### config.mk
export PLATFORM = sky130hd
export DESIGN_NAME = bfly_ingress_port_flat
export DESIGN_NICKNAME = d
export VERILOG_FILES = /design/src/rtl/bfly_ingress_if.sv /design/src/rtl/bfly_ingress_port.sv /design/src/flat_wrapper.sv
export SDC_FILE = /design/constraint.sdc
export NUM_CORES = 1
export LEC_CHECK = 0
export BUFFER_PORTS_ARGS = -buffer_cell sky130_fd_sc_hd__buf_2
export CORE_MARGIN = 1.5
export CORE_UTILIZATION = 49
export DETAILED_ROUTE_END_ITERATION = 8
export PLACE_DENSITY = 0.69
export SETUP_SLACK_MARGIN = 0.15
export SLEW_MARGIN = 20
export SYNTH_ARGS = -nofsm -noshare
export SYNTH_HDL_FRONTEND = slang
export SYNTH_SLANG_ARGS = --single-unit
### constraint.sdc
create_clock -name clk -period 12.7 [get_ports clk]
set_input_delay 2.54 -clock clk [delete_from_list [all_inputs] [get_ports clk]]
set_output_delay 2.54 -clock clk [all_outputs]
set_load 0.1 [all_outputs]
### src/rtl/bfly_ingress_if.sv
// Source/channel bundle for one butterfly ingress port.
// Handshake: a word moves from source to port on a rising clk edge where
// s_valid and s_ready are both high; s_ready never depends on s_valid.
interface bfly_ingress_if #(
  parameter int DEST_W        = 6,
  parameter int CHANNEL_WIDTH = 18
);
  logic                     s_valid;
  logic                     s_ready;
  logic [15:0]              s_data;
  logic [DEST_W-1:0]        s_dest;
  logic                     s_last;
  logic                     ch_stall;
  logic [CHANNEL_WIDTH-1:0] out_ch;
  logic [15:0]              pkt_sent;
  logic                     dbg_state;  // output FSM: 0 = IDLE, 1 = BODY

  modport master (
    output s_valid, s_data, s_dest, s_last, ch_stall,
    input  s_ready, out_ch, pkt_sent, dbg_state
  );

  modport slave (
    input  s_valid, s_data, s_dest, s_last, ch_stall,
    output s_ready, out_ch, pkt_sent, dbg_state
  );
endinterface

### src/rtl/bfly_ingress_port.sv
// Per-port injection stage for the 64-port butterfly: buffers source words
// in a small FIFO and serialises each packet as head, body..., tail flits.
module bfly_ingress_port #(
  parameter int CHANNEL_WIDTH = 18,
  parameter int DEST_W        = 6,
  parameter int FIFO_DEPTH    = 8
) (
  input  logic           clk,
  input  logic           rst,
  bfly_ingress_if.slave  bus
);
  localparam int AW = $clog2(FIFO_DEPTH);
  localparam int CW = AW + 1;
  localparam int EW = DEST_W + 17;  // {dest, last, data}

  typedef enum logic {
    ST_IDLE = 1'b0,
    ST_BODY = 1'b1
  } state_t;

  logic [EW-1:0]            mem [FIFO_DEPTH];
  logic [AW-1:0]            wr_ptr;
  logic [AW-1:0]            rd_ptr;
  logic [CW-1:0]            count;
  logic                     in_pkt;
  logic [DEST_W-1:0]        dest_lat;
  state_t                   state;
  logic [CHANNEL_WIDTH-1:0] out_q;
  logic [15:0]              sent_q;

  logic                     full;
  logic                     empty;
  logic                     wr_en;
  logic                     rd_en;
  logic [DEST_W-1:0]        wr_dest;
  logic [EW-1:0]            head;
  logic [DEST_W-1:0]        head_dest;
  logic                     head_last;
  logic [15:0]              head_data;

  // Ready comes from the registered count only, so a full FIFO refuses a
  // write even in a cycle where it is also being read.
  assign full    = (count == CW'(FIFO_DEPTH));
  assign empty   = (count == '0);
  assign wr_en   = bus.s_valid && bus.s_ready;
  assign rd_en   = !bus.ch_stall && (state == ST_BODY) && !empty;
  assign wr_dest = in_pkt ? dest_lat : bus.s_dest;

  assign head      = mem[rd_ptr];
  assign head_dest = head[EW-1:17];
  assign head_last = head[16];
  assign head_data = head[15:0];

  assign bus.s_ready   = !rst && !full;
  assign bus.out_ch    = out_q;
  assign bus.pkt_sent  = sent_q;
  assign bus.dbg_state = state;

  // FIFO storage: contents need no reset, validity is tracked by count.
  always_ff @(posedge clk) begin
    if (wr_en) mem[wr_ptr] <= {wr_dest, bus.s_last, bus.s_data};
  end

  // FIFO pointers/count and the source-side packet tracking.
  always_ff @(posedge clk) begin
    if (rst) begin
      wr_ptr   <= '0;
      rd_ptr   <= '0;
      count    <= '0;
      in_pkt   <= 1'b0;
      dest_lat <= '0;
    end else begin
      if (wr_en) begin
        wr_ptr   <= wr_ptr + 1'b1;
        dest_lat <= wr_dest;
        in_pkt   <= !bus.s_last;
      end
      if (rd_en) rd_ptr <= rd_ptr + 1'b1;
      case ({wr_en, rd_en})
        2'b10:   count <= count + 1'b1;
        2'b01:   count <= count - 1'b1;
        default: count <= count;
      endcase
    end
  end

  // Output FSM: head is emitted from the peeked entry without popping,
  // then every non-empty BODY cycle pops one word; a stall freezes all.
  always_ff @(posedge clk) begin
    if (rst) begin
      state  <= ST_IDLE;
      out_q  <= '0;
      sent_q <= '0;
    end else if (!bus.ch_stall) begin
      case (state)
        ST_IDLE: begin
          if (!empty) begin
            out_q <= {2'b01, {(16-DEST_W){1'b0}}, head_dest};
            state <= ST_BODY;
          end else begin
            out_q <= '0;
          end
        end
        ST_BODY: begin
          if (!empty) begin
            out_q <= {(head_last ? 2'b11 : 2'b10), head_data};
            if (head_last) begin
              state  <= ST_IDLE;
              sent_q <= sent_q + 16'd1;
            end
          end else begin
            out_q <= '0;
          end
        end
        default: begin
          state <= ST_IDLE;
          out_q <= '0;
        end
      endcase
    end
  end
endmodule

### src/flat_wrapper.sv
// flat-port wrapper written by rule: the top's interface ports become plain ports
module bfly_ingress_port_flat 
#(
  parameter int CHANNEL_WIDTH = 18,
  parameter int DEST_W        = 6,
  parameter int FIFO_DEPTH    = 8
)
  (clk, rst, bus_s_valid, bus_s_data, bus_s_dest, bus_s_last, bus_ch_stall, bus_s_ready, bus_out_ch, bus_pkt_sent, bus_dbg_state);
  bfly_ingress_if #(.DEST_W(DEST_W), .CHANNEL_WIDTH(CHANNEL_WIDTH)) bus_i ();
  input  logic clk;
  input  logic rst;
  input wire logic [$bits(bus_i.s_valid)-1:0] bus_s_valid;
  input wire logic [$bits(bus_i.s_data)-1:0] bus_s_data;
  input wire logic [$bits(bus_i.s_dest)-1:0] bus_s_dest;
  input wire logic [$bits(bus_i.s_last)-1:0] bus_s_last;
  input wire logic [$bits(bus_i.ch_stall)-1:0] bus_ch_stall;
  output wire logic [$bits(bus_i.s_ready)-1:0] bus_s_ready;
  output wire logic [$bits(bus_i.out_ch)-1:0] bus_out_ch;
  output wire logic [$bits(bus_i.pkt_sent)-1:0] bus_pkt_sent;
  output wire logic [$bits(bus_i.dbg_state)-1:0] bus_dbg_state;
  assign bus_i.s_valid = bus_s_valid;
  assign bus_i.s_data = bus_s_data;
  assign bus_i.s_dest = bus_s_dest;
  assign bus_i.s_last = bus_s_last;
  assign bus_i.ch_stall = bus_ch_stall;
  assign bus_s_ready = bus_i.s_ready;
  assign bus_out_ch = bus_i.out_ch;
  assign bus_pkt_sent = bus_i.pkt_sent;
  assign bus_dbg_state = bus_i.dbg_state;
  bfly_ingress_port #(.CHANNEL_WIDTH(CHANNEL_WIDTH), .DEST_W(DEST_W), .FIFO_DEPTH(FIFO_DEPTH)) u_core (.clk(clk), .rst(rst), .bus(bus_i));
endmodule
==> results of run 1 <==
## sequential cells by signal, summed over array words and instances, names as in the netlist, named ones only
name and flops:
u_core.bus.dbg_state 1, u_core.bus.out_ch 18, u_core.bus.pkt_sent 16, u_core.count 4, u_core.dest_lat 6, u_core.in_pkt 1
u_core.mem 184, u_core.rd_ptr 3, u_core.wr_ptr 3
## critical path, delay by kind of cell
| family | cells | cell delay (ns) |
|---|---|---|
| AO/OA/AOI/OAI | 1 | 0.21 |
| buffers and inverters | 2 | 0.79 |
## report_power, final
group	leakage [nW]	switching (mW)	internal [mW]	total [mW]
Sequential	2.11	0.00709	0.856	0.863
Combinational	1.19	0.0455	0.0223	0.0678
Clock	0.427	0.291	0.469	0.760
Total	3.73	0.344	1.35	1.69
## logic make-up (layout without fill, tap and decap cells)
| kind of cell | after synthesis | in the layout | synth area share, % |
|---|---|---|---|
| flops | 239 | 239 | 71.02 |
| fa+ha+maj | 6 | 6 | 0.8046 |
| buf+inv | 32 | 127 | 1.703 |
| xor+xnor | 13 | 13 | 1.220 |
| mux | 75 | 75 | 14.26 |
| simple gates | 127 | 127 | 6.879 |
| compound gates | 56 | 56 | 4.117 |
## worst max-delay path by stage
stage | cells past startpoint | to
finish | 3 | bus_s_ready
global route | 3 | bus_s_ready
CTS | 3 | bus_s_ready
detailed placement | 3 | bus_s_ready
global placement | 3 | bus_s_ready
floorplan | 3 | bus_s_ready
## per-stage QoR
step / instances / total power, mW / area, µm² / worst slack, ns / utilization [%]
floorplan: 548 / 0.9243 / 9330 / 5.755 / -
global route: 877 / 1.738 / 10820 / 6.511 / 57.82
finish: 877 / 1.691 / 10820 / 6.614 / 57.82
CTS: 877 / 1.704 / 10820 / 6.613 / 57.82
global placement: 831 / 0.9443 / 9943 / 6.621 / 53.16
detailed placement: 831 / 0.9485 / 9943 / 6.620 / 53.16
## final cells by class
class                      count  area, µm²
clock buffer                  28      646.9
clock inverter                18      225.2
fill                        1394       7890
inverter                       6      22.52
multi-input combinational    277       2591
sequential                   239       6629
tap                          234      292.8
timing repair buffer          75      407.9
## routing by layer
metal | up-vias | global-route usage, % | part of all wire (%)
met5 | - | 0 | 0
met4 | 0 | 4.441 | 1.4
met3 | 20 | 2.955 | 4.4
met2 | 126 | 34.04 | 53
met1 | 2551 | 23.60 | 42
li1 | 2311 | - | -
## layout by cell type (no fill, tap or decap), drive strengths merged, types with 6 or more instances in the layout
cell type / synthesis / final
edfxtp: 184 / 184
mux4: 44 / 44
a221o: 6 / 6
nand2: 42 / 42
mux2: 14 / 14
clkbuf: 10 / 28
nor2: 27 / 27
clkinv: 1 / 12
nor2b: 13 / 13
ha: 6 / 6
nand4: 8 / 8
inv: 5 / 6
dfxtp: 55 / 55
mux2i: 17 / 17
buf: 16 / 75
o21ai: 16 / 16
o31ai: 6 / 6
xor2: 8 / 8
a22o: 6 / 6
a21oi: 13 / 13
==> impl_metrics.tcl, run 1 <==
set metrics [dict create \
    initial_core_util_pct 49.88 \
    grt_max_degree 49 \
    cts_buffer_depth 3 \
    cp_data_arrival_time_ns 3.55 \
    place_congestion 0.7380 \
    synthesis.area_um2 9330 \
    synth_cell_types 44 \
    rows 50 \
    chipHeight_um 141.0 \
    endpoint_kind "output pin" \
    rsz0062_at_grt "no" \
    cp_cell_sequence "buf_2, a21oi_1, buf_2" \
    path_common_cell "buf_2" \
    clkTransAtPathRegs_ns 0.06 \
    drc 0 \
    ctsHoldBuffers 0 \
    worstHoldStart "u_core.bus.out_ch[10]$_SDFFE_PP0N_" \
    grt.overflow.total 0 \
    min_period_over_period_pct 47.92 \
    synthFlopType "edfxtp_1" \
    required_ns 10.16 \
    vdd_drop_max_mv 0.1031 \
    synth_edf_count 184 \
    min_path_cells 2 \
    antenna_found_initial 0 \
    status "finished, final reports clean" \
    worst_pin_slew_ns 0.9487 \
    vias_per_cell 5.710 \
    cts_buffers 25 \
    final-setup-viol-count 0 \
    finClkSkew_ns 0.02224 \
    ys_seq_area_share_pct 71.02 \
    ys.warnings.count 0 \
    ys_seq_elements 239 \
    tns_ns 0 \
    diodes 0 \
    first_global_vias 5247 \
    syn_to_final_growth_pct 15.92 \
    netlist.area_leader.share_pct 59.22 \
    holdPathEnd "u_core.bus.out_ch[10]$_SDFFE_PP0N_" \
    crit_type "input pin to output pin" \
    critPathLaunchType "input pin" \
    cp_max_fo 44 \
    htree_levels 1 \
    synthArstFlopShare_pct 0 \
    fmax_ghz 0.1643 \
    drive_gt1_share_pct 28.62 \
    hold_path_class "register to register" \
    slew_viol_final 0 \
    cts-resized-gates 0 \
    cts_root_buf "clkbuf_16" \
    critPathLaunch "rst" \
    post_cts_buffers 0 \
    numPortBuffers 62 \
    vias 5008 \
    dp_hpwl_um 10370 \
    hold_violations 0 \
    slew_headroom_pct 36.64 \
    powerDensity_nw_per_um2 156.4 \
    synth_area_leaders "edfxtp_1 59%, dfxtp_1 12%, mux4_2 9.9%, mux2i_1 1.8%, mux2_2 1.7%" \
    reg2reg_slack_ns 9.33 \
    synthCells 548 \
    cts_sinks 239 \
    wirelength_um 17990 \
    synth_fp_nets 581 \
    firstDrtPassIters 4 \
    die_w_um 141.0 \
    wl_per_cell_um 20.52 \
    ios 63 \
    yosysMostFrequentCell "edfxtp_1" \
    postSynthAreaPerCell_um2 17.03 \
    clock_latency_ns 0.53 \
    grt_pass1_wl_um 28210 \
    cts_tree "done" \
    nets 657 \
    r2r_cells 10 \
    antenna_left 0 \
    maxCapViolCount 0 \
    fin_crit_ns 6.086 \
    gr-usage-all-layers_pct 18.71 \
    yosys-top-cells-count "184 x edfxtp_1, 55 x dfxtp_1, 41 x mux4_2, 41 x nand2_1, 27 x nor2_1" \
    core_area_um2 18710 \
    synth_top_cell_by_area "edfxtp_1" \
    cp_slowest_cell "buf_2" \
    p_leak_nw 3.731 \
    r2r-start "u_core.count[1]$_SDFFE_PP0P_" \
    hold_slack_ns 0.4462 \
    cpPeakStageDelay_ns 0.45 \
    die-area_um2 19880 \
    worstReg2RegEnd "u_core.count[2]$_SDFFE_PP0P_" \
    drt_iter0_drc 420 \
]
No activity file was read; power rests on OpenSTA's default activity.
==> run 2: changes to the inputs <==
Settings changed: PLACE_DENSITY 0.69 to 0.71.
Clock period 12.7 ns to 5.13 ns, I/O delays scaled along.
==> run 2 against run 1 <==
- utilization down 0.39 points
- routed wire length barely moved
- first-iteration DRC count shrank 17%
- sequential power up 150%
- combinational power increased by 150%
- via count is 1.6% higher
- clock-buffer cell count is 8 higher
- non-clock buffer count is 3 higher
- global-route usage hardly changed
- clock skew shrank 0.012 ns
- cell count rose by 0.11%
- critical endpoint is now u_core.count[2]$_SDFFE_PP0P_
- largest power group unchanged
- highest routed layer unchanged
==> impl_metrics.tcl, run 2 (synthesis gave the netlist of run 1 again) <==
set metrics [dict create \
    hold_violations 0 \
    post_cts_buffers 0 \
    seqPwrFrac_pct 53.3 \
    min_period_over_period_pct 59.28 \
    use_met2_pct 32.25 \
    maxCapViolCount 0 \
    diodes 0 \
    htree_levels 1 \
    cts_sinks 239 \
    r2r_cells 9 \
    swShare_pct 20.32 \
    antenna_left 0 \
    cts_buffers 24 \
    syn_to_final_growth_pct 15.13 \
    dp_cells 834 \
    place_congestion 0.7777 \
    die_w_um 141.0 \
    worstReg2RegEnd "u_core.count[2]$_SDFFE_PP0P_" \
    vias 5086 \
    fin_cells 878 \
    largest_reg_flops 184 \
    chipHeight_um 141.0 \
    clkPwrFrac_pct 42.5 \
    critPathLaunch "bus_ch_stall" \
    ctsHoldBuffers 0 \
    hold_path_class "register to register" \
    placed_area_um2 9966 \
    firstDrtPassIters 5 \
    pre_cts_slack_ns 1.588 \
    met1_usage_pct 25.11 \
    cts-resized-gates 0 \
    final_cell_mix "184 x edfxtp_1, 62 x buf_2, 53 x dfxtp_1" \
    p_int_mw 3.199 \
    cts_buffer_depth 3 \
    required_ns 5.56 \
    die-area_um2 19880 \
    hold_slack_ns 0.4572 \
    final-setup-viol-count 0 \
    vias_per_cell 5.793 \
    rows 50 \
    nets 659 \
    numPortBuffers 62 \
    grt_pass1_wl_um 28500 \
    initial_core_util_pct 49.88 \
    mostFrequentLayoutCell "edfxtp_1" \
    grt_max_degree 44 \
    reg2reg_slack_ns 2.21 \
    power_frac_comb_pct 4.2 \
    dp_hpwl_um 10710 \
    critPathLaunchType "input pin" \
    finClkSkew_ns 0.01030 \
    grtUsageMet3_pct 2.683 \
    fill_cells 1397 \
    crit_type "input pin to register" \
    antenna_found_initial 0 \
    status "finished, final reports clean" \
    worst_pin_slew_ns 0.9686 \
    fin_crit_ns 3.041 \
    first_global_vias 5261 \
    final_util_pct 57.42 \
    core_area_um2 18710 \
    gr-usage-all-layers_pct 18.70 \
    cp-endpoint "u_core.count[2]$_SDFFE_PP0P_" \
    wirelength_um 18000 \
    cp_max_fo 13 \
    ios 63 \
    drt_iter0_drc 347 \
    cp_data_arrival_time_ns 3.47 \
    rsz0062_at_grt "no" \
    final_area_um2 10740 \
    wl_per_cell_um 20.50 \
    clock_latency_ns 0.51 \
    fmax_ghz 0.3289 \
    slew_headroom_pct 35.43 \
    r2r-start "u_core.count[3]$_SDFFE_PP0P_" \
    powerDensity_nw_per_um2 373.8 \
    cts_tree "done" \
    tns_ns 0 \
    p_leak_nw 3.700 \
    gr-max-usage-layer "met2" \
    layout_setup_ws_ns 2.089 \
    grt.overflow.total 0 \
    endpoint_kind "register" \
    regMostFlops "u_core.mem" \
    switching_power_uw 815.8 \
    p_total_mw 4.015 \
    drc 0 \
    drive_gt1_share_pct 28.42 \
    slew_viol_final 0 \
    cts_root_buf "clkbuf_16" \
    vdd_drop_max_mv 0.2467 \
    clkTransAtPathRegs_ns 0.06 \
]
[run 2: changes by cell type in the layout (fill, tap and decap cells not counted)]
cell | previous run | this run
clkbuf_1 | 2 | 9
clkinv_1 | 7 | 2
buf_4 | 13 | 16
bufinv_16 | 5 | 2
clkbuf_8 | 1 | 2
clkinvlp_4 | 1 | 0
inv_16 | 1 | 0
[run 2: worst min-delay path by stage]
stage	start	to	slack, ns	cells after the start
after detailed placement	u_core.bus.out_ch[15]$_SDFFE_PP0N_	u_core.bus.out_ch[15]$_SDFFE_PP0N_	0.45	2
after global placement	u_core.bus.out_ch[6]$_SDFFE_PP0N_	u_core.bus.out_ch[6]$_SDFFE_PP0N_	0.43	2
after floorplan	u_core.rd_ptr[2]$_SDFFE_PP0P_	register	0.48	2
after CTS	u_core.bus.out_ch[15]$_SDFFE_PP0N_	u_core.bus.out_ch[15]$_SDFFE_PP0N_	0.46	2
after global routing	u_core.bus.out_ch[13]$_SDFFE_PP0N_	u_core.bus.out_ch[13]$_SDFFE_PP0N_	0.49	2
final	u_core.bus.out_ch[15]$_SDFFE_PP0N_	u_core.bus.out_ch[15]$_SDFFE_PP0N_	0.46	2
[run 2: critical path, stage by stage]
cell and delay, ns:
buf_2 0.13, nand2b_1 0.19, nor2_1 0.71, ha_1 0.39, xor2_1 0.17, ha_1 0.16
a21oi_1 0.05, xor2_1 0.17, or3_1 0.31, a21oi_1 0.16
[run 2: per-layer routing]
metal | vias to the layer above | share of wire (%)
li1 | 2311 | -
met4 | 0 | 1.9
met1 | 2612 | 42
met5 | - | 0
met3 | 33 | 4.2
met2 | 130 | 52
[run 2: final cells by class]
class	instances	area [µm²]	area share, %
Clock buffer	36	686.9	6.395
Clock inverter	8	88.84	0.8270
Sequential cell	239	6629	61.71
Multi-Input combinational cell	277	2591	24.12
Timing Repair Buffer	78	430.4	4.007
Tap cell	234	292.8	2.726
Inverter	6	22.52	0.2097
[run 2: power groups by stage]
stage | registers (mW) | logic, mW | clock network, mW
final | 2.14 | 0.168 | 1.71
after global routing | 2.14 | 0.182 | 1.82
after CTS | 2.14 | 0.171 | 1.74
after detailed placement | 2.18 | 0.170 | 0
after global placement | 2.18 | 0.163 | 0
after floorplan | 2.20 | 0.0882 | 0
